<file path="config.mk">
export PLATFORM = sky130hd
export DESIGN_NAME = qstate_sequencer
export DESIGN_NICKNAME = d
export VERILOG_FILES = /design/src/rtl/qsim_pkg.sv /design/src/rtl/qstate_sequencer.sv
export SDC_FILE = /design/constraint.sdc
export NUM_CORES = 1
export LEC_CHECK = 0
export CORE_AREA = 2 2 306 308
export CTS_CLUSTER_DIAMETER = 60
export CTS_CLUSTER_SIZE = 16
export DETAILED_ROUTE_END_ITERATION = 6
export DIE_AREA = 0 0 308 310
export GPL_TIMING_DRIVEN = 0
export MAX_ROUTING_LAYER = met4
export SLEW_MARGIN = 15
export SYNTH_ARGS = -nofsm -noshare
export SYNTH_HDL_FRONTEND = slang
export SYNTH_SLANG_ARGS = --single-unit
</file>
<file path="constraint.sdc">
create_clock -name clk -period 1.7 [get_ports clk]
set_clock_uncertainty 0.2 [all_clocks]
set_input_delay 0.51 -clock clk [delete_from_list [all_inputs] [get_ports clk]]
set_output_delay 0.51 -clock clk [all_outputs]
set_load 0.03 [all_outputs]
</file>
<file path="src/rtl/qsim_pkg.sv">
// Shared word format, FSM encoding and helpers for the quantum-state sequencer.
// Words are sign-magnitude Q1.14: bit 15 sign, bits 14:0 magnitude with 14 fraction bits.
package qsim_pkg;

    localparam int unsigned WORD_W = 16;
    localparam int unsigned FRAC_W = 14;

    typedef logic [WORD_W-1:0] qword_t;

    localparam qword_t ONE = 16'h4000;

    typedef enum logic [1:0] {
        IDLE      = 2'd0,
        WAIT_GATE = 2'd1,
        COMPUTE   = 2'd2,
        RESULT    = 2'd3
    } qseq_state_e;

    // True when |w| > 1.0, ignoring the sign bit.
    function automatic logic mag_gt_one(qword_t w);
        return w[WORD_W-2:0] > ONE[WORD_W-2:0];
    endfunction

endpackage

</file>
<file path="src/rtl/qstate_sequencer.sv">
// Holds the 2^N-entry state vector, feeds {gate, state} to the downstream multiplier and writes
// the product back; presents the final state on a valid/ready port. Optional QSTATE_SAT_CHECK_EN.
module qstate_sequencer
    import qsim_pkg::*;
#(
    parameter int unsigned N       = 2,
    parameter int unsigned MUL_LAT = 1,
    localparam int unsigned VLEN   = 1 << N
) (
    input  logic                          clk,
    input  logic                          reset,
    input  logic                          init_valid,
    output logic                          init_ready,
    input  qword_t [VLEN-1:0]             init_state,
    input  logic                          gate_valid,
    output logic                          gate_ready,
    input  logic                          gate_last,
    input  qword_t [VLEN-1:0][VLEN-1:0]   gate,
    output qword_t [VLEN-1:0][VLEN-1:0]   mul_gate,
    output qword_t [VLEN-1:0]             mul_state,
    input  qword_t [VLEN-1:0]             mul_result,
    output logic                          res_valid,
    input  logic                          res_ready,
    output qword_t [VLEN-1:0]             res_state,
`ifdef QSTATE_SAT_CHECK_EN
    output logic                          sat_flag,
`endif
    output logic                          busy
);

    localparam int unsigned CNT_W = (MUL_LAT > 1) ? $clog2(MUL_LAT) : 1;
    localparam logic [CNT_W-1:0] CNT_INIT = CNT_W'(MUL_LAT - 1);

    qseq_state_e                 r_state;
    qseq_state_e                 w_next;
    logic                        w_init_fire;
    logic                        w_gate_fire;
    logic                        w_wb;
    logic                        w_res_fire;

    logic                        r_init_ready;
    logic                        r_gate_ready;
    logic                        r_res_valid;
    logic                        r_busy;
    logic                        r_last;
    logic [CNT_W-1:0]            r_cnt;
    qword_t [VLEN-1:0]           r_vec;
    qword_t [VLEN-1:0][VLEN-1:0] r_mul_gate;

    // Next-state decode; each transfer is qualified by the state that owns its ready.
    always_comb begin
        w_next      = r_state;
        w_init_fire = 1'b0;
        w_gate_fire = 1'b0;
        w_wb        = 1'b0;
        w_res_fire  = 1'b0;
        case (r_state)
            IDLE: begin
                if (init_valid) begin
                    w_init_fire = 1'b1;
                    w_next      = WAIT_GATE;
                end
            end
            WAIT_GATE: begin
                if (gate_valid) begin
                    w_gate_fire = 1'b1;
                    w_next      = COMPUTE;
                end
            end
            COMPUTE: begin
                if (r_cnt == '0) begin
                    w_wb   = 1'b1;
                    w_next = r_last ? RESULT : WAIT_GATE;
                end
            end
            RESULT: begin
                if (res_ready) begin
                    w_res_fire = 1'b1;
                    w_next     = IDLE;
                end
            end
            default: w_next = IDLE;
        endcase
    end

    // State register plus status flags registered from the next state.
    always_ff @(posedge clk or negedge reset) begin
        if (!reset) begin
            r_state      <= IDLE;
            r_init_ready <= 1'b1;
            r_gate_ready <= 1'b0;
            r_res_valid  <= 1'b0;
            r_busy       <= 1'b0;
        end else begin
            r_state      <= w_next;
            r_init_ready <= (w_next == IDLE);
            r_gate_ready <= (w_next == WAIT_GATE);
            r_res_valid  <= (w_next == RESULT);
            r_busy       <= (w_next != IDLE);
        end
    end

    // State vector: loaded on init, overwritten by the product on writeback, else held.
    always_ff @(posedge clk or negedge reset) begin
        if (!reset) begin
            r_vec <= '0;
        end else if (w_init_fire) begin
            r_vec <= init_state;
        end else if (w_wb) begin
            r_vec <= mul_result;
        end
    end

    // Gate operand, last flag and multiplier wait counter.
    always_ff @(posedge clk or negedge reset) begin
        if (!reset) begin
            r_mul_gate <= '0;
            r_last     <= 1'b0;
            r_cnt      <= '0;
        end else begin
            if (w_gate_fire) begin
                r_mul_gate <= gate;
                r_last     <= gate_last;
                r_cnt      <= CNT_INIT;
            end else if ((r_state == COMPUTE) && (r_cnt != '0)) begin
                r_cnt <= r_cnt - CNT_W'(1);
            end
            if (w_res_fire) begin
                r_last <= 1'b0;
            end
        end
    end

`ifdef QSTATE_SAT_CHECK_EN
    logic w_sat_hit;
    logic r_sat_flag;

    always_comb begin
        w_sat_hit = 1'b0;
        for (int unsigned i = 0; i < VLEN; i++) begin
            if (mag_gt_one(mul_result[i])) begin
                w_sat_hit = 1'b1;
            end
        end
    end

    // Sticky until the next circuit is loaded.
    always_ff @(posedge clk or negedge reset) begin
        if (!reset) begin
            r_sat_flag <= 1'b0;
        end else if (w_init_fire) begin
            r_sat_flag <= 1'b0;
        end else if (w_wb && w_sat_hit) begin
            r_sat_flag <= 1'b1;
        end
    end

    assign sat_flag = r_sat_flag;
`endif

    assign init_ready = r_init_ready;
    assign gate_ready = r_gate_ready;
    assign res_valid  = r_res_valid;
    assign busy       = r_busy;
    assign mul_gate   = r_mul_gate;
    assign mul_state  = r_vec;
    assign res_state  = r_vec;

endmodule
</file>
== Word-level counts from Yosys, hierarchy flattened ==
Cells that the tools add are included.
Word-level totals
  bits in registers: 328
  word-level logic and storage cells: 60
  output and inout bits: 388
Operators by class
  add/subtract/negate cells: 1
  muxes and demuxes: 20
  reduce and logical (&&, ||, !) cells: 7
  equal/unequal tests: 5
Operator list (number)
  2-to-1 mux 64 bit: 2
  2-to-1 mux 1 bit: 12
  2-to-1 mux 2 bit: 5
  one-hot mux 2 bit (4 select lines): 1
  nonzero test 2 bit: 4
  equality test 2 bit, second input constant: 3
  equality test 2 x 1 -> 1 bit, second input constant: 2
  logical NOT 2 bit: 2
  logical AND 1 bit: 1
  subtractor 1 bit, second input constant: 1

== Logic depth before layout (Yosys ltp) ==
Gate-level depths: netlist of the first run.
  word-level depth: 4
  depth in mapped cells: 7
  depth with buffers taken out: 4

== Least setup slack after synthesis of the first run ==
OpenSTA, ideal clock, no wires.
  path kind: register to register
  start: register r_state[1]
  end: register r_mul_gate, in the netlist mul_gate[100]
  cell stages (with the launch flop): 7
  path buffers: 4
  period minus slack after synthesis: 1.771 ns
  required time: 1.375 ns
  setup time: 0.125 ns
  arrival: 1.446 ns
  slack: -0.071 ns
  path through: dfrtp_1 > buf_4 > and3b_1 > buf_6 > buf_8 > buf_8 > mux2_4
Between the ends
  longest elaborated chain between the ends: 2
Ends and longest elaborated chain
  start: declaration: line qstate_sequencer.sv:34  | qseq_state_e r_state;
  start signal: assignment: line qstate_sequencer.sv:95  | r_state <= w_next;
  equality test 2 x 1 -> 1 bit: line qstate_sequencer.sv:57  | case (r_state)
  2-to-1 mux 1 bit: line qstate_sequencer.sv:57
  end signal: assignment: line qstate_sequencer.sv:122  | r_mul_gate <= gate;
  end: declaration: line qstate_sequencer.sv:48  | qword_t [VLEN-1:0][VLEN-1:0] r_mul_gate;
No other way between the ends.
A chain may end at the register's enable or synchronous reset.

== Worst setup path after layout of the first run ==
  start: register r_vec, in the netlist mul_state[53]
  end: output port res_state[53] (netlist bit)
RTL lines
  start: declaration: line qstate_sequencer.sv:47  | qword_t [VLEN-1:0] r_vec;
  start signal: assignment: line qstate_sequencer.sv:108  | r_vec <= init_state;
  start signal: assignment: line qstate_sequencer.sv:110  | r_vec <= mul_result;
  end: declaration: line qstate_sequencer.sv:24  | output qword_t [VLEN-1:0] res_state,
No word-level cell between the ends.

==> metrics, run 1 <==
result of the run complete, but fails checks; failing checks negative hold slack, negative setup slack; Vias/cell approximately 3.6; commonest non-fill, non-tap cells in the layout buf_6, clkdlybuf4s50_1, dfrtp_1; Die Y 310 um; met1 usage 0.136; synthesized area per cell between 15 and 20 um^2; Final Setup Violations between 700 and 800; sequential cell area fraction in the yosys report 0.587; Rel. slew slack 0.600; fin. max-slew vios 0; DP Worst Slack -0.952 ns; CP max FO 3; fin crit share 1.21; Syn-to-layout area delta 107%; post-route setup slack -0.351 ns; dpl cell area about 23000 um^2; CP Class flop to primary output; Max IR drop VDD ~1600 uV; Syn Std Cell Area between 10000 and 15000 um^2; DR DRC count 0; most common cell after layout, fill and taps aside buf_6; total track usage 0.120; net total in the final layout approximately 2300; f_max between 0.4 and 0.5 GHz; number of routed nets with antenna violations 0; RSZ-0062 raised after global routing true; largest net degree at the start of global routing slightly above 90; category of the worst setup path capture point primary output; synthesis-stage register bit count between 300 and 400; Final Hold Fails 70; Final Wtd Congestion approximately 0.9; clock slew at reported path FFs about 0.060 ns; vias in the first global route 11800; Required @ worst endpoint 0.99 ns; clock sinks around 330; H-tree lvl count 2; Initial Util 0.151; # fillers just over 9000; P_leak 0.0130 uW; met2 usage 0.195; CP max stage delay 0.47 ns; Multi-input gate area around 5200 um^2; Die Wd around 310 um; crit-path cells buf_6 > buf_12; full die area 95500 um^2; Synthesized Nets approximately 1300; CP top delay family flip-flops; Worst R2R Path Depth 6; drt wl/cell between 15 and 20 um; clock latency at the later pin of the worst-skew pair 0.58 ns; vias about 11000; CTS tree yes; TritonCTS buffer count 40; Port-buffer cells around 780; Pre-antenna DRT Iters 4; Hold Crit Class input pin to asynchronous set/reset pin; total grt overflow 0; PD cells approximately 2200 nW/um^2; maxcap violations 0; first-pass GRT wire length a little over 80000 um; Detailed Place HPWL between 40000 and 50000 um; final setup TNS -105.76 ns; Ys Warns 0; Distinct cells, synth 25; initial drt markers between 400 and 500; CP Buf/Inv Count 2; Design Area, Final approximately 29000 um^2; Syn Inst Count slightly above 900; io pins just under 800; final hold slack -0.306 ns; Site Rows 112; share of cells above drive strength 1 0.586; grt met3 use 0.0426; register area around 8300 um^2; area of the core about 90000 um^2; initial antenna violation count 5; most used routing layer met2; Critical Path Stages 2; CP startpoint kind flop; Slew @ Worst Pin roughly 0.6 ns; clk buf depth 3; CP max stage cell dfrtp_2; root buffer cell clkbuf_16; WP data arrival between 1 and 1.5 ns; Routed WL 61400 um; Final min period between 2 and 2.5 ns
cell type report:
| type | count | share of cell area |
|---|---|---|
| Multi-Input combinational cell | 403 | 0.181 |
| Tap cell | 1197 | 0.0518 |
| Buffer | 103 | 0.0478 |
| Clock buffer | 49 | 0.0386 |
| Clock inverter | 23 | 0.0108 |
| Antenna cell | 4 | 0.000346 |
| Timing Repair Buffer | 993 | 0.375 |
| Inverter | 68 | 0.00883 |
| Sequential cell | 328 | 0.286 |
kinds of logic (layout without fill, tap and decap cells):
kind of cell | Yosys count | after routing | synth area share
other | 0 | 4 | 0
DFF | 328 | 328 | 0.587
buffers and inverters | 184 | 1236 | 0.0862
muxes | 257 | 257 | 0.267
AOI/OAI and AO/OA | 134 | 134 | 0.0549
and+or+nand+nor | 12 | 12 | 0.00484
power by group:
| group | switching [uW] | total (uW) | internal (uW) |
|---|---|---|---|
| sequential | 3730 | 15600 | 11900 |
| clock | 3980 | 9270 | 5300 |
| combinational | 18400 | 40000 | 21600 |
metrics by stage:
stage               std cells  power, uW   util
floorplan                 915      32900      -
global placement         2889      46700  0.253
detailed placement       2892      46800  0.254
CTS                      3079      62500  0.295
global route             3168      67600  0.312
finish                   3168      64900  0.312
Yosys cell counts:
cell type  instances  area share
a21oi_1           64       0.023
nor2b_1            1     0.00045
buf_2             24      0.0086
a31oi_1            1     0.00045
mux2_2            37       0.030
buf_6             14       0.011
and2_1             1     0.00045
a31oi_2            1     0.00090
mux4_2             1      0.0016
nor2_1             4      0.0011
clkbuf_1           1     0.00027
inv_1             68       0.018
dfstp_2            1      0.0019
buf_4             65       0.035
o21ai_0            2     0.00072
dfrtp_1          327        0.59
buf_8             12       0.013
o2bb2ai_1          1     0.00063
a211o_1            1     0.00063
or3b_1             2      0.0013
or3_1              1     0.00045
and3b_1            1     0.00063
o22ai_1           64       0.029
nand2_1            2     0.00054
mux2_4           219        0.24
per-layer routing:
metal | share of wire | up-vias
met5 | 0 | -
li1 | - | 5172
met4 | 0.028 | 0
met1 | 0.39 | 5713
met2 | 0.50 | 482
met3 | 0.088 | 87
path summary, 6_finish.rpt:
kind | startpoint | slack (ns) | to
max | mul_state[53] | -0.35 | res_state[53]
min | reset | -0.31 | mul_gate[199]
max reg2reg | r_state[0] | -0.21 | mul_state[41]
min reg2reg | r_last | 0.32 | r_last
max in group asynchronous | reset | 0.17 | mul_state[53]
min in group clk | gate_valid | 0.15 | r_last
state kept, by name, summed over array words and instances, names as in the netlist:
signal	cells
gate_ready	1
r_cnt	1
res_valid	1
mul_state	64
mul_gate	256
busy	1
r_state	2
init_ready	1
r_last	1
what timing repair did:
item                                   in CTS  in global routing
buffers inserted                           99                 87
pin swaps                                   1                  8
gates cloned                               20                 17
resized for setup                        2887                230
setup endpoints to repair                 711                714
endpoints found under the hold margin      70                 70
Note: power is estimated with default switching activity, not from simulation.
==> inputs of run 2 (changes only) <==
Settings changed: SLEW_MARGIN 15 to not set.
==> run 2 against run 1 <==
  * Critical path type unchanged
  * Register-to-register slack got worse by 0.07 ns
  * Global-route usage rose by 0.18 points
  * Sequential share of layout area fell by 0.47 points
  * The run still ends with negative hold slack, negative setup slack left
  * Design area rose by 1.6%
==> metrics, run 2 (synthesis gave the netlist of run 1 again) <==
result of the run complete, but fails checks (unchanged); failing checks negative hold slack, negative setup slack (unchanged); Die Wd 308 um (unchanged); vias 11600 (was 11500); final hold slack -0.320 ns (was -0.306 ns); Final Hold Fails 66 (was 70); CTS tree yes (unchanged); initial drt markers 422 (was 495); final setup TNS -127.35 ns (was -105.76 ns); total grt overflow 0 (unchanged); Sw Pwr 26500 uW (was 26100 uW); # fillers 9196 (was 9205); fin. max-slew vios 0 (unchanged); category of the worst setup path capture point primary output (unchanged); first-pass GRT wire length 81600 um (was 80600 um); R2R Path Start r_state[0] (unchanged); most common cell after layout, fill and taps aside buf_6 (unchanged); net total in the final layout 2347 (was 2327); PD cells 2240 nW/um^2 (about the same); post-route core utilization 0.318 (was 0.312); WP data arrival 1.35 ns (was 1.34 ns); f_max 0.486 GHz (was 0.487 GHz); Net Sw Frac 0.402 (about the same); Cells after DPL 2892 (unchanged); fin cells 3187 (was 3168); DR DRC count 0 (unchanged); CP startpoint kind flop (unchanged); Site Rows 112 (unchanged); clock sinks 328 (unchanged); maxcap violations 0 (unchanged); CP Buf/Inv Count 2 (unchanged); Die Y 310 um (unchanged); power share of the combinational group 0.619 (was 0.616); CP top delay family flip-flops (unchanged); Final Setup Violations 714 (was 712); clk buf depth 3 (unchanged); Vias/cell 3.63 (was 3.62); Port-buffer cells 777 (unchanged); full die area 95500 um^2 (unchanged); Routed WL 62000 um (was 61400 um); met2 usage 0.195 (about the same); CP max stage delay 0.46 ns (was 0.47 ns); Required @ worst endpoint 0.99 ns (about the same); Pre-antenna DRT Iters 4 (unchanged); P_leak 0.0132 uW (was 0.0130 uW); most used routing layer met2 (unchanged); drt wl/cell 19.5 um (was 19.4 um); grt met3 use 0.0390 (was 0.0426); met1 usage 0.144 (was 0.136); Syn-to-layout area delta 110% (was 107%); total track usage 0.121 (was 0.120); root buffer cell clkbuf_16 (unchanged); Worst Setup SP mul_state[53] (unchanged); initial antenna violation count 4 (was 5); Rel. slew slack 0.584 (was 0.600); share of cells above drive strength 1 0.595 (was 0.586); Final min period 2.06 ns (was 2.05 ns); Max IR drop VDD 1520 uV (was 1550 uV); Seq pwr share 0.237 (was 0.241); post-route setup slack -0.356 ns (was -0.351 ns); Slew @ Worst Pin 0.624 ns (was 0.599 ns); number of routed nets with antenna violations 0 (unchanged); vias in the first global route 11900 (was 11800); Detailed Place HPWL 42900 um (about the same); io pins 778 (unchanged); crit-path cells buf_6 > buf_12 (unchanged); max FFs per register 256 (unchanged); CP Class flop to primary output (unchanged); Hold Crit Class input pin to asynchronous set/reset pin (unchanged); H-tree lvl count 2 (unchanged); clock latency at the later pin of the worst-skew pair 0.58 ns (about the same); RSZ-0062 raised after global routing true (unchanged); area of the core 92500 um^2 (unchanged); internal power 39400 uW (was 38800 uW); Clk pwr share 0.143 (about the same); Power Total 65900 uW (was 64900 uW); TritonCTS buffer count 42 (was 40); CP max FO 3 (unchanged); clock slew at reported path FFs 0.07 ns (was 0.06 ns); Final Wtd Congestion 0.888 (unchanged); CP max stage cell dfrtp_2 (unchanged); commonest non-fill, non-tap cells in the layout buf_6, clkdlybuf4s50_1, dfrtp_1 (unchanged); Initial Util 0.151 (unchanged); largest net degree at the start of global routing 102 (was 92); fin crit share 1.21 (about the same)
run 2: through the flow:
| stage | cell area [um^2] | setup slack [ns] |
|---|---|---|
| final | 29400 | -0.356 |
| after global routing | 29400 | -0.432 |
| after CTS | 27700 | -0.427 |
| after detailed placement | 23500 | -0.942 |
| after global placement | 23400 | -15.92 |
| after floorplan | 14100 | -0.0474 |
run 2: worst register-to-register path, stage by stage, from the launching register on:
cell     delay, ns
dfrtp_2       0.41
and3b_2       0.23
buf_12        0.16
buf_12        0.14
buf_16        0.15
buf_12        0.14
buf_12        0.13
mux2_4        0.29
run 2: final cells by class:
type                            instances  area (um^2)  share of cell area
Sequential cell                       328         8250               0.281
Antenna cell                            3         7.51            0.000256
Multi-Input combinational cell        403         5380               0.183
Tap cell                             1197         1500              0.0510
Inverter                               68          255             0.00869
Buffer                                106         1430              0.0488
Timing Repair Buffer                 1008        11100               0.378
Clock buffer                           45         1090              0.0372
Clock inverter                         29          364              0.0124
run 2: metal layers:
metal,share of wire,vias to the layer above
met4,0.027,0
met5,0,-
li1,-,5220
met1,0.39,5756
met3,0.082,95
met2,0.50,493
run 2: what timing repair did:
item / CTS / global route
hold endpoints to repair: 66 / 66
setup buffers: 112 / 89
resized for setup: 2896 / 227
pin swaps: 1 / 10
gates cloned: 26 / 12
setup endpoints to repair: 711 / 714
run 2: power groups by stage:
| stage | logic (uW) | clock network [uW] | registers (uW) |
|---|---|---|---|
| after floorplan | 11100 | 0 | 21800 |
| after global placement | 32000 | 0 | 14700 |
| after detailed placement | 32100 | 0 | 14700 |
| after CTS | 38000 | 9820 | 15500 |
| after global routing | 42400 | 10200 | 16000 |
| final | 40800 | 9430 | 15600 |
run 2: path summary, 6_finish.rpt:
path                                       to  slack, ns  cells after the start
min in group clk                mul_state[12]       0.30                      3
worst max register to register   mul_gate[32]      -0.28                      7
worst max-delay path            res_state[53]      -0.36                      2
worst min register to register         r_last       0.31                      1
worst min-delay path            mul_gate[176]      -0.32                      1
max in group asynchronous       mul_state[53]       0.20                      3
==> inputs of run 3 (changes only) <==
Settings changed: TNS_END_PERCENT set to 50.
==> run 3 against run 2 <==
  * The flow still finishes with violations (negative hold slack, negative setup slack)
  * First-iteration DRC count rose by 9.5%
  * Via count fell by 3.2%
  * Clock-buffer cell count did not move
  * Critical path depth rose by 4
  * Hold slack improved by 0.0086 ns
  * Worst setup slack got worse by 0.015 ns
  * Sequential cell count did not move
  * Critical path type is now flop to flop
  * Global-route usage fell by 0.76 points
  * Register-to-register slack got worse by 0.09 ns
  * Clock power barely moved
  * Power fell by 3.6%
  * Die area did not move
==> metrics, run 3 (synthesis gave the netlist of run 1 again) <==
net total in the final layout 2268 (was 2347); CP max stage delay 0.37 ns (was 0.46 ns); Required @ worst endpoint 1.96 ns (was 0.99 ns); WP data arrival 2.33 ns (was 1.35 ns); most common cell after layout, fill and taps aside buf_6 (unchanged); Worst R2R Path Depth 6 (was 7); final hold slack -0.312 ns (was -0.320 ns); CP Buf/Inv Count 4 (was 2); Final Wtd Congestion 0.888 (unchanged); P_leak 0.0126 uW (was 0.0132 uW); CP startpoint kind flop (unchanged); first-pass GRT wire length 77100 um (was 81600 um); Port-buffer cells 777 (unchanged); Cells after DPL 2892 (unchanged); met3 routed WL 4830 um (was 5070 um); f_max 0.483 GHz (was 0.486 GHz); Max IR drop VDD 1550 uV (was 1520 uV); failing checks negative hold slack, negative setup slack (unchanged); initial drt markers 462 (was 422); Site Rows 112 (unchanged); clock sinks 328 (unchanged); Routed WL 62100 um (was 62000 um); io pins 778 (unchanged); Final min period 2.07 ns (was 2.06 ns); PD cells 2260 nW/um^2 (was 2240 nW/um^2); CP max FO 10 (was 3); vias 11200 (was 11600); Power Total 63500 uW (was 65900 uW); Slew @ Worst Pin 0.612 ns (was 0.624 ns); TritonCTS buffer count 42 (unchanged); Initial Util 0.151 (unchanged); CP max stage cell dfrtp_1 (was dfrtp_2); Rel. slew slack 0.592 (was 0.584); crit-path cells buf_6 > and3b_2 > buf_12 > clkbuf_16 > buf_12 > mux2_4 (was buf_6 > buf_12); fin cells 3108 (was 3187); highest metal used met4 (unchanged); clock latency at the later pin of the worst-skew pair 0.58 ns (about the same); clock slew at reported path FFs 0.07 ns (about the same); commonest non-fill, non-tap cells in the layout buf_6, clkdlybuf4s50_1, dfrtp_1 (unchanged); Pre-antenna DRT Iters 4 (unchanged); full die area 95500 um^2 (unchanged); total grt overflow 0 (unchanged); met1 WL 25200 um (was 24300 um); Hold Crit Class input pin to asynchronous set/reset pin (unchanged); CP Class flop to flop (was flop to primary output); Detailed Place HPWL 42900 um (unchanged); number of routed nets with antenna violations 0 (unchanged); post-route setup slack -0.371 ns (was -0.356 ns); category of the worst setup path capture point flop (was primary output); RSZ-0062 raised after global routing true (unchanged); largest net degree at the start of global routing 102 (unchanged); Vias/cell 3.60 (was 3.63); Die Y 310 um (unchanged); H-tree lvl count 2 (unchanged); Critical Path Stages 6 (was 2); CTS tree yes (unchanged); root buffer cell clkbuf_16 (unchanged); total track usage 0.114 (was 0.121); area of the core 92500 um^2 (unchanged); Final Setup Violations 714 (unchanged); Worst Setup SP r_state[1] (was mul_state[53]); max FFs per register 256 (unchanged); result of the run complete, but fails checks (unchanged); Final Hold Fails 66 (unchanged); vias in the first global route 11400 (was 11900); fin crit share 1.22 (was 1.21); R2R Path Start r_state[1] (was r_state[0]); DP Worst Slack -0.942 ns (unchanged); share of cells above drive strength 1 0.560 (was 0.595); most used cell, CP buf_12; fin. max-slew vios 0 (unchanged); WL met2 30800 um (was 31000 um); initial antenna violation count 4 (unchanged); clk buf depth 3 (unchanged); CP top delay family buffers and inverters (was flip-flops); drt wl/cell 20.0 um (was 19.5 um); DR DRC count 0 (unchanged); Syn-to-layout area delta 101% (was 110%); Die Wd 308 um (unchanged); maxcap violations 0 (unchanged)
[run 3: cell count changes in the layout (fill, tap and decap cells not counted), moves of 16 or more]
cell / previous run / this run
mux2_4: 249 / 229
mux2_2: 7 / 27
buf_4: 156 / 107
buf_12: 60 / 43
clkbuf_16: 55 / 72
buf_6: 462 / 446
o22ai_2: 39 / 17
buf_16: 21 / 5
o22ai_1: 0 / 25
[run 3: cell type report]
class,count,area [um^2]
multi-input cells,403,5080
clock buffers,45,1090
well taps,1197,1500
flip-flops and latches,328,8250
fillers,9308,64300
inverters,68,255
diodes,3,7.51
clock inverters,29,364
plain buffers,114,1590
repair buffers,921,10000
[run 3: final timing paths]
kind                            slack [ns]            end
worst max-delay path                 -0.37  mul_gate[192]
worst min register to register        0.31         r_last
min in group clk                      0.31         r_last
max in group asynchronous             0.19  mul_state[53]
worst min-delay path                 -0.31  mul_gate[199]
worst max register to register       -0.37  mul_gate[192]
[run 3: metal layers]
layer  track usage  vias up
met3        0.0388       76
met5             -        -
met1         0.134     5607
met4        0.0319        0
li1              -     5053
met2         0.184      462
[run 3: power by group]
part	switching (uW)	leakage, uW	total, uW	internal, uW
combinational	18200	0.00813	38500	20300
clock	4080	0.000711	9410	5330
sequential	3740	0.00378	15600	11900
[run 3: metrics by stage]
step           hold WS [ns]  setup TNS [ns]  cell area [um^2]   util
4_1_cts              -0.344         -193.04             26100  0.283
2_1_floorplan        0.0144           -9.59             14100      -
3_3_place_gp          0.288        -5479.86             23400  0.253
5_1_grt              -0.341         -207.36             28100  0.304
3_5_place_dp          0.290         -332.50             23500  0.254
6_report             -0.312         -160.02             28100  0.304
[run 3: timing repair]
| action | CTS | global route |
|---|---|---|
| buffers inserted | 69 | 40 |
| pin swaps | 0 | 19 |
| hold endpoints to repair | 66 | 66 |
| cloned | 0 | 32 |
| resized for setup | 2658 | 378 |
| endpoints found under the setup margin | 711 | 714 |
